**config.mk**
```make
export PLATFORM = sky130hd
export DESIGN_NAME = clkgate_ctrl_flat
export DESIGN_NICKNAME = d
export VERILOG_FILES = /design/src/rtl/clkgate_ctrl_pkg.sv /design/src/rtl/clkgate_ctrl_if.sv /design/src/rtl/clkgate_dom_fsm.sv /design/src/rtl/clkgate_ctrl.sv /design/src/flat_wrapper.sv
export SDC_FILE = /design/constraint.sdc
export NUM_CORES = 1
export LEC_CHECK = 0
export CAP_MARGIN = 10
export CORE_ASPECT_RATIO = 1.5
export CORE_MARGIN = 2
export CORE_UTILIZATION = 31
export DETAILED_ROUTE_END_ITERATION = 16
export REMOVE_ABC_BUFFERS = 1
export SYNTH_ARGS = -nofsm -noshare
export SYNTH_HDL_FRONTEND = slang
export SYNTH_SLANG_ARGS = --single-unit
export TNS_END_PERCENT = 10
```
**constraint.sdc**
```tcl
create_clock -name CK -period 2.8 [get_ports CK]
set_input_delay 0.7 -clock CK [delete_from_list [all_inputs] [get_ports CK]]
set_output_delay 0.7 -clock CK [all_outputs]
set_load 0.01 [all_outputs]
```
**src/rtl/clkgate_ctrl_pkg.sv**
```systemverilog
// clkgate_ctrl_pkg: shared types and limits for the clock-gate controller.
// Holds the domain FSM state enum, stats width and parameter maxima.
package clkgate_ctrl_pkg;

    typedef enum logic [1:0] {
        ON   = 2'd0,
        OFF  = 2'd1,
        WAKE = 2'd2
    } dom_state_e;

    localparam int STATS_W      = 16;
    localparam int N_DOM_MAX    = 16;
    localparam int IDLE_CYC_MAX = 1024;
    localparam int WAKE_LAT_MAX = 15;

    // Counters sized from the legal maxima so no legal setting can wrap.
    localparam int IDLE_W = $clog2(IDLE_CYC_MAX);
    localparam int WAKE_W = $clog2(WAKE_LAT_MAX);
    localparam int DOM_W  = $clog2(N_DOM_MAX);

    function automatic logic [STATS_W-1:0] sat_inc(
        input logic [STATS_W-1:0] v
    );
        return (v == '1) ? v : v + STATS_W'(1);
    endfunction

endpackage

```
**src/rtl/clkgate_ctrl_if.sv**
```systemverilog
// clkgate_ctrl_if: activity inputs and enable/ready outputs of the controller.
// Signals: force_on, busy, wake_req (to ctrl); en, ready (from ctrl);
// stats_clr, gated_cnt only with CLKGATE_CTRL_STATS_EN.
interface clkgate_ctrl_if #(
    parameter int N_DOM = 4
);
    logic             force_on;
    logic [N_DOM-1:0] busy;
    logic [N_DOM-1:0] wake_req;
    logic [N_DOM-1:0] en;
    logic [N_DOM-1:0] ready;
`ifdef CLKGATE_CTRL_STATS_EN
    logic                stats_clr;
    logic [16*N_DOM-1:0] gated_cnt;
`endif

    modport master (
        output force_on,
        output busy,
        output wake_req,
`ifdef CLKGATE_CTRL_STATS_EN
        output stats_clr,
        input  gated_cnt,
`endif
        input  en,
        input  ready
    );

    modport slave (
        input  force_on,
        input  busy,
        input  wake_req,
`ifdef CLKGATE_CTRL_STATS_EN
        input  stats_clr,
        output gated_cnt,
`endif
        output en,
        output ready
    );
endinterface

```
**src/rtl/clkgate_dom_fsm.sv**
```systemverilog
// clkgate_dom_fsm: one gated domain's ON/OFF/WAKE FSM with idle and wake
// counters. Ports: CK, RST, active_i (in); en_o, ready_o (registered out).
module clkgate_dom_fsm
    import clkgate_ctrl_pkg::*;
#(
    parameter int IDLE_CYC = 16,
    parameter int WAKE_LAT = 2
) (
    input  logic CK,
    input  logic RST,
    input  logic active_i,
    output logic en_o,
    output logic ready_o
);

    localparam logic [IDLE_W-1:0] IDLE_LAST = IDLE_W'(IDLE_CYC - 1);
    localparam logic [WAKE_W-1:0] WAKE_LAST = WAKE_W'(WAKE_LAT - 1);

    dom_state_e        state_q, state_d;
    logic [IDLE_W-1:0] idle_q, idle_d;
    logic [WAKE_W-1:0] wake_q, wake_d;
    logic              en_q, en_d;
    logic              ready_q, ready_d;

    always_comb begin
        state_d = state_q;
        idle_d  = idle_q;
        wake_d  = wake_q;
        unique case (state_q)
            ON: begin
                // Activity wins over an expiring idle count.
                if (active_i) begin
                    idle_d = '0;
                end else if (idle_q == IDLE_LAST) begin
                    state_d = OFF;
                    idle_d  = '0;
                end else begin
                    idle_d = idle_q + IDLE_W'(1);
                end
            end
            OFF: begin
                if (active_i) begin
                    state_d = WAKE;
                    wake_d  = '0;
                end
            end
            WAKE: begin
                if (wake_q == WAKE_LAST) begin
                    state_d = ON;
                    wake_d  = '0;
                    idle_d  = '0;
                end else begin
                    wake_d = wake_q + WAKE_W'(1);
                end
            end
            default: begin
                state_d = ON;
                idle_d  = '0;
                wake_d  = '0;
            end
        endcase
        // Outputs come from their own flops so en never glitches.
        en_d    = (state_d != OFF);
        ready_d = (state_d == ON);
    end

    always_ff @(posedge CK) begin
        if (RST) begin
            state_q <= ON;
            idle_q  <= '0;
            wake_q  <= '0;
            en_q    <= 1'b1;
            ready_q <= 1'b1;
        end else begin
            state_q <= state_d;
            idle_q  <= idle_d;
            wake_q  <= wake_d;
            en_q    <= en_d;
            ready_q <= ready_d;
        end
    end

    assign en_o    = en_q;
    assign ready_o = ready_q;

endmodule

```
**src/rtl/clkgate_ctrl.sv**
```systemverilog
// clkgate_ctrl: idle-driven clock-gate enable controller for N_DOM domains.
// Ports: CK, RST (sync, active-high), bus (clkgate_ctrl_if.slave).
// Optional macro CLKGATE_CTRL_STATS_EN adds saturating gated-cycle counters.
module clkgate_ctrl
    import clkgate_ctrl_pkg::*;
#(
    parameter int N_DOM    = 4,
    parameter int IDLE_CYC = 16,
    parameter int WAKE_LAT = 2
) (
    input  logic          CK,
    input  logic          RST,
    clkgate_ctrl_if.slave bus
);

    logic [N_DOM-1:0] active;
    logic [N_DOM-1:0] en_w;
    logic [N_DOM-1:0] ready_w;

    assign active = bus.busy | bus.wake_req | {N_DOM{bus.force_on}};

    for (genvar g = 0; g < N_DOM; g++) begin : g_dom
        clkgate_dom_fsm #(
            .IDLE_CYC (IDLE_CYC),
            .WAKE_LAT (WAKE_LAT)
        ) u_dom (
            .CK       (CK),
            .RST      (RST),
            .active_i (active[g]),
            .en_o     (en_w[g]),
            .ready_o  (ready_w[g])
        );
    end

    assign bus.en    = en_w;
    assign bus.ready = ready_w;

`ifdef CLKGATE_CTRL_STATS_EN
    logic [STATS_W-1:0] cnt_q [N_DOM];
    logic [STATS_W-1:0] cnt_d [N_DOM];

    // Clear takes priority; a domain counts each cycle its en flop is low.
    always_comb begin
        for (int i = 0; i < N_DOM; i++) begin
            cnt_d[i] = cnt_q[i];
            if (bus.stats_clr) begin
                cnt_d[i] = '0;
            end else if (!en_w[i]) begin
                cnt_d[i] = sat_inc(cnt_q[i]);
            end
        end
    end

    always_ff @(posedge CK) begin
        for (int i = 0; i < N_DOM; i++) begin
            if (RST) begin
                cnt_q[i] <= '0;
            end else begin
                cnt_q[i] <= cnt_d[i];
            end
        end
    end

    for (genvar g = 0; g < N_DOM; g++) begin : g_cnt
        assign bus.gated_cnt[STATS_W*g +: STATS_W] = cnt_q[g];
    end
`endif

endmodule

```
**src/flat_wrapper.sv**
```systemverilog
// flat-port wrapper written by rule: the top's interface ports become plain ports
module clkgate_ctrl_flat import clkgate_ctrl_pkg::*;
#(
    parameter int N_DOM    = 4,
    parameter int IDLE_CYC = 16,
    parameter int WAKE_LAT = 2
)
  (CK, RST, bus_force_on, bus_busy, bus_wake_req, bus_en, bus_ready);
  clkgate_ctrl_if #(.N_DOM(N_DOM)) bus_i ();
  input  logic CK;
  input  logic RST;
  input wire logic [$bits(bus_i.force_on)-1:0] bus_force_on;
  input wire logic [$bits(bus_i.busy)-1:0] bus_busy;
  input wire logic [$bits(bus_i.wake_req)-1:0] bus_wake_req;
  output wire logic [$bits(bus_i.en)-1:0] bus_en;
  output wire logic [$bits(bus_i.ready)-1:0] bus_ready;
  assign bus_i.force_on = bus_force_on;
  assign bus_i.busy = bus_busy;
  assign bus_i.wake_req = bus_wake_req;
  assign bus_en = bus_i.en;
  assign bus_ready = bus_i.ready;
  clkgate_ctrl #(.N_DOM(N_DOM), .IDLE_CYC(IDLE_CYC), .WAKE_LAT(WAKE_LAT)) u_core (.CK(CK), .RST(RST), .bus(bus_i));
endmodule
```
==> Word level (Yosys, flattened, before mapping) <==
Index checks and enable logic that the tools add are counted.
{ "totals": {"register_bits": 72, "latch_bits": 0, "mem_bits_rw": 0, "rom_bits": 0, "input_bits": 11, "output_inout_bits": 8, "word_cells": 130, "n_memories": 0} }
{ "classes": {"add_sub_neg": 8, "n_mul": 0, "div": 0, "magnitude_cmp": 0, "eq_ne": 28, "n_shift": 0, "muxes": 48, "n_bitwise": 10, "reduce_logical": 16} }
{ "op_table": {"columns": ["cell", "count"], "rows": [
  ["10-bit 2-to-1 mux", 12],
  ["10-bit one-hot mux with 3 select lines", 4],
  ["4-bit one-hot mux with 3 select lines", 4],
  ["10-bit by 1-bit adder with 10-bit output (second input constant)", 4],
  ["10-bit by 4-bit equality test with 1-bit output (second input constant)", 4],
  ["2-bit 2-to-1 mux", 16],
  ["4-bit 2-to-1 mux", 8],
  ["2-bit one-hot mux with 3 select lines", 4],
  ["4-bit by 1-bit adder with 4-bit output (second input constant)", 4],
  ["4-bit by 1-bit equality test with 1-bit output (second input constant)", 4],
  ["2-bit logical NOT", 8],
  ["2-bit by 1-bit != test with 1-bit output (second input constant)", 8],
  ["2-bit AND reduction", 8],
  ["2-bit by 1-bit equality test with 1-bit output (second input constant)", 4],
  ["2-bit equality test (second input constant)", 4],
  ["2-bit != test (second input constant)", 4],
  ["1-bit NOT", 8],
  ["4-bit OR", 2]
]} }

==> Depth between registers and ports, before layout <==
{ "depth": {"word_depth": 5, "depth_mapped": 7, "mapped_depth_nobuf": 6} }

==> Hierarchy <==
A second synthesis with hierarchy kept.
{ "hier_totals": {"cells_unflattened": 420, "hier_area_um2": 3698.5} }
{ "by_module_without_submodules": {"columns": ["mod", "n_inst", "cells_per_inst", "area_each_um2", "seq_area_each_um2"], "rows": [
  ["clkgate_dom_fsm", 4, 104, 918.4, 360.3],
  ["clkgate_ctrl", 1, 4, 25.0, 0.0]
]} }

==> Worst setup path before layout <==
No wires, ideal clock.
{ "synth_timing": {"path_kind": "input port to flip-flop", "start": "input bus_force_on", "end": "register u_core.g_dom[1].u_dom.idle_q[9]", "setup_ns": 0.058, "t_arrival_ns": 2.236, "required_time_ns": 2.742, "slack_ns": 0.506, "stages": 7, "n_path_buf": 3, "cell_sequence": "clkbuf_2 or3_1 clkbuf_1 or3_1 clkbuf_1 nor4_1 o22a_1"} }
{ "synth_via": {"elab_chain_len": 3} }
{ "synth_lines": {"columns": ["element", "line_no", "rtl"], "rows": [
  ["start, declared", "flat_wrapper.sv:12", "input wire logic [$bits(bus_i.force_on)-1:0] bus_force_on;"],
  ["4-bit OR", "clkgate_ctrl.sv:20", "assign active = bus.busy | bus.wake_req | {N_DOM{bus.force_on}};"],
  ["10-bit 2-to-1 mux", "clkgate_dom_fsm.sv:32", "if (active_i) begin"],
  ["10-bit one-hot mux with 3 select lines", "clkgate_dom_fsm.sv:29", "unique case (state_q)"],
  ["end signal, assigned", "clkgate_dom_fsm.sv:76", "idle_q <= idle_d;"],
  ["end, declared", "clkgate_dom_fsm.sv:20", "logic [IDLE_W-1:0] idle_q, idle_d;"]
]} }
Every way passes these cells.
A chain may end at the register's enable or synchronous reset.

==> Worst setup path in the final report <==
{ "layout_timing": {"start": "input bus_force_on", "end": "register u_core.g_dom[0].u_dom.idle_q[8]"} }
{ "layout_via": {"elab_chain_len": 3} }
{ "layout_lines": {"columns": ["element", "line_no"], "rows": [
  ["4-bit OR", "clkgate_ctrl.sv:20"],
  ["10-bit 2-to-1 mux", "clkgate_dom_fsm.sv:32"],
  ["10-bit one-hot mux with 3 select lines", "clkgate_dom_fsm.sv:29"],
  ["end signal, assigned", "clkgate_dom_fsm.sv:76"],
  ["end, declared", "clkgate_dom_fsm.sv:20"]
]} }
Every way passes these cells.

==> summary.md <==
| Metric | Value |
|---|---|
| Area of the multi-input gates | 2040 um^2 |
| Relative slew slack | 57.7% |
| RSZ-0062 raised after global routing | no |
| Remaining antenna violation count | 0 |
| GPL Wtd Cong | 0.822 |
| Leakage | 1.51 nW |
| Setup Crit Path Kind | in -> reg |
| Post-synth top area share | 39.3% |
| Post-CTS Resized | 0 |
| Post-Place Cell Area | 4030 um^2 |
| Global-route wire length before repair | 13.8 mm |
| Largest net degree at the start of global routing | 17 |
| Site Rows | 48 |
| Register area share after synthesis | 39.3% |
| Async S/R FF share, synth | 0% |
| Core ar. | 11,500 um^2 |
| Total global routing overflow | 0 |
| Synth cell types | 58 |
| CP most frequent cell | buf_4 |
| Clock Tree Buf Depth | 2 |
| Post-route clock period utilization | 85.6% |
| Post-Syn Instances | 423 |
| Share of layout cells above drive strength 1 | 10.5% |
| Num ports | 19 |
| PortBufs | 18 |
| WL final | 7.81 mm |
| Yosys warnings | 0 |
| DP Cell Count | 582 |
| Critical Path End Type | flop |
| Pwr dens | 527 nW/um^2 |
| Final setup fails | 0 |
| Peak VDD IR | 375 uV |
| H-tree Lvls | 3 |
| Non-Filler Instances | 597 |
| DR WL/cell | 13.1 um |
| CP arrival | 2.66 ns |
| Total Routing Usage GR | 13.2% |
| First drt pass iteration count | 5 |
| Initial Utilization | 31.8% |
| Chip Height | 137 um |
| DP HPWL | 5.73 mm |
| Vias in the first global route | 3,081 |
| Ranking of synthesized cells by area | dfxtp_1 (39%), ha_1 (4.1%), nand3_1 (4.0%) |
| Hold/Removal Path Class | reg -> reg |
| CTS Hold Buffers Added | 0 |
| Yosys top cell by area | dfxtp_1 |
| # clock sinks | 72 |
| Antenna cell count | 0 |
| Clk root buf | clkbuf_16 |
| CTS Buf Count | 9 |
| Register area | 1440 um^2 |
| Most common cell in the netlist | dfxtp_1 |
| Slowest CP cell | or4_4 |
| Slowest stage delay, CP | 0.56 ns |
| Worst-path cell chain | clkdlybuf4s50_1, buf_4, or4_4, nor3_1, buf_4, a41oi_1, a31oi_1 |
| Total setup buffers inserted after CTS | 0 |
| Worst-path maximum fanout | 7 |
| TritonCTS clock tree | done |
| Post-synth top cells | dfxtp_1 (72), nor2_1 (35), nand3_1 (29) |
| Crit path launch type | input pin |
| Die Width | 92.8 um |
| Status | finished clean |
| Max frequency | 417 MHz |
| Worst Path Required | 3.06 ns |
| Flops & latches, synth | 72 |
| Clock latency on the worst-skew pair | 0.33 ns |
| Top_reg_cell synth | dfxtp_1 |
| Detailed-route via count | 3,167 |
| Fin Setup TNS | 0 ns |
| Cell area after synthesis | 3670 um^2 |
| Maxcap violations | 0 |
| Max Clock Skew | 0.00418 ns |
| P&R area growth vs syn | 18.3% |
| EDFF count, synth | 0 |
| Final nets | 466 |
| Min cycle time layout | 2.40 ns |
| Clk slew on worst S/H paths | 0.06 ns |
| FILL cells | 1,193 |
| Initial DRC Count | 165 |
| Post-Layout Inst Area | 4340 um^2 |
| Hold Vio Cnt, Final | 0 |
| Detailed-route DRC error count | 0 |
| Pins over their slew limit | 0 |
| Via/cell ratio | 5.30 |
| Die Footprint | 12,700 um^2 |
| Worst slew pin tran | 0.627 ns |
| Avg Cell Area, Syn | 8.67 um^2 |
| Initial antenna violation count | 0 |
## cell families (layout without fill, tap and decap cells)
logic type                 Yosys count  in the layout  synth area share [%]
adders and majority gates           12             12                  4.09
muxes                                1              1                 0.273
DFF                                 72             72                  39.3
xor gates and xnor gates            13             13                  3.10
and+or+nand+nor                    177            177                  27.2
AOI/OAI and AO/OA                  107            107                  20.9
buffers and inverters               41             65                  5.15
## placed cells by master (no fill, tap or decap), types with 3 or more instances in the layout
master / n
a211oi_1: 7
a21o_1: 3
a21oi_1: 20
a311oi_1: 4
a31oi_1: 7
a32oi_1: 4
a41oi_1: 5
and2_1: 3
and3_1: 6
and4_1: 4
buf_4: 17
clkbuf_16: 9
clkbuf_8: 3
clkdlybuf4s50_1: 18
dfxtp_1: 72
ha_1: 12
inv_1: 15
nand2_1: 19
nand2b_1: 7
nand3_1: 29
nand3b_1: 8
nand4_1: 10
nor2_1: 35
nor3_1: 12
nor3b_1: 4
nor4_1: 8
o211a_1: 3
o211ai_1: 6
o21ai_0: 24
o31a_1: 4
or2_2: 8
or3_1: 9
or4_1: 5
xnor2_1: 6
xor2_1: 7
## path summary, 6_finish.rpt
| path | cells after the start | from | slack [ns] | endpoint |
|---|---|---|---|---|
| worst max register to register | 4 | u_core.g_dom[3].u_dom.idle_q[6]$_SDFFE_PP0P_ | 0.65 | u_core.g_dom[3].u_dom.ready_o$_SDFF_PP1_ |
| worst max-delay path | 7 | bus_force_on | 0.40 | u_core.g_dom[0].u_dom.idle_q[8]$_SDFFE_PP0P_ |
| worst min register to register | 1 | u_core.g_dom[0].u_dom.idle_q[9]$_SDFFE_PP0P_ | 0.47 | u_core.g_dom[0].u_dom.idle_q[9]$_SDFFE_PP0P_ |
| worst min-delay path | 1 | u_core.g_dom[0].u_dom.idle_q[9]$_SDFFE_PP0P_ | 0.47 | u_core.g_dom[0].u_dom.idle_q[9]$_SDFFE_PP0P_ |
## registers in the layout, indices dropped and copies added, names as in the netlist
name,count
u_core.g_dom.u_dom.wake_q,16
u_core.g_dom.u_dom.en_o,4
u_core.g_dom.u_dom.ready_o,4
u_core.g_dom.u_dom.idle_q,40
u_core.g_dom.u_dom.state_q,8
## power by group
| group | switching, mW | leakage [nW] | internal (mW) |
|---|---|---|---|
| sequential | 0.00318 | 0.580 | 1.03 |
| clock | 0.418 | 0.148 | 0.758 |
| combinational | 0.0433 | 0.783 | 0.0358 |
| total | 0.464 | 1.51 | 1.82 |
## routing by layer
layer | share of wire, % | vias up | track usage, %
li1 | - | 1620 | -
met1 | 44 | 1485 | 15.0
met2 | 51 | 48 | 23.6
met3 | 3.2 | 14 | 2.90
met4 | 2.2 | 0 | 5.64
met5 | 0 | - | 0
## per-stage QoR
step | util [%] | setup WS [ns] | total power [mW] | hold slack, ns
after detailed placement | 35.0 | 0.0445 | 1.13 | 0.469
after global placement | 35.0 | 0.140 | 1.13 | 0.463
after floorplan | - | 0.331 | 1.08 | 0.431
final | 37.6 | 0.403 | 2.29 | 0.473
after global routing | 37.6 | 0.255 | 2.36 | 0.485
after CTS | 37.6 | 0.390 | 2.31 | 0.477
## worst max-delay path: cells and delay by family
family | cells | cell delay (ns)
buf+inv | 3 | 0.89
simple gates | 2 | 0.79
compound gates | 2 | 0.26
## final cells by class
| cell class | instances | share of cell area (%) |
|---|---|---|
| timing repair buffer | 35 | 7.10 |
| sequential | 72 | 33.2 |
| clock inverter | 2 | 0.865 |
| multi-input combinational | 310 | 47.0 |
| tap | 150 | 4.33 |
| inverter | 15 | 1.30 |
| clock buffer | 13 | 6.23 |
Power figures use the tool's default switching activity.
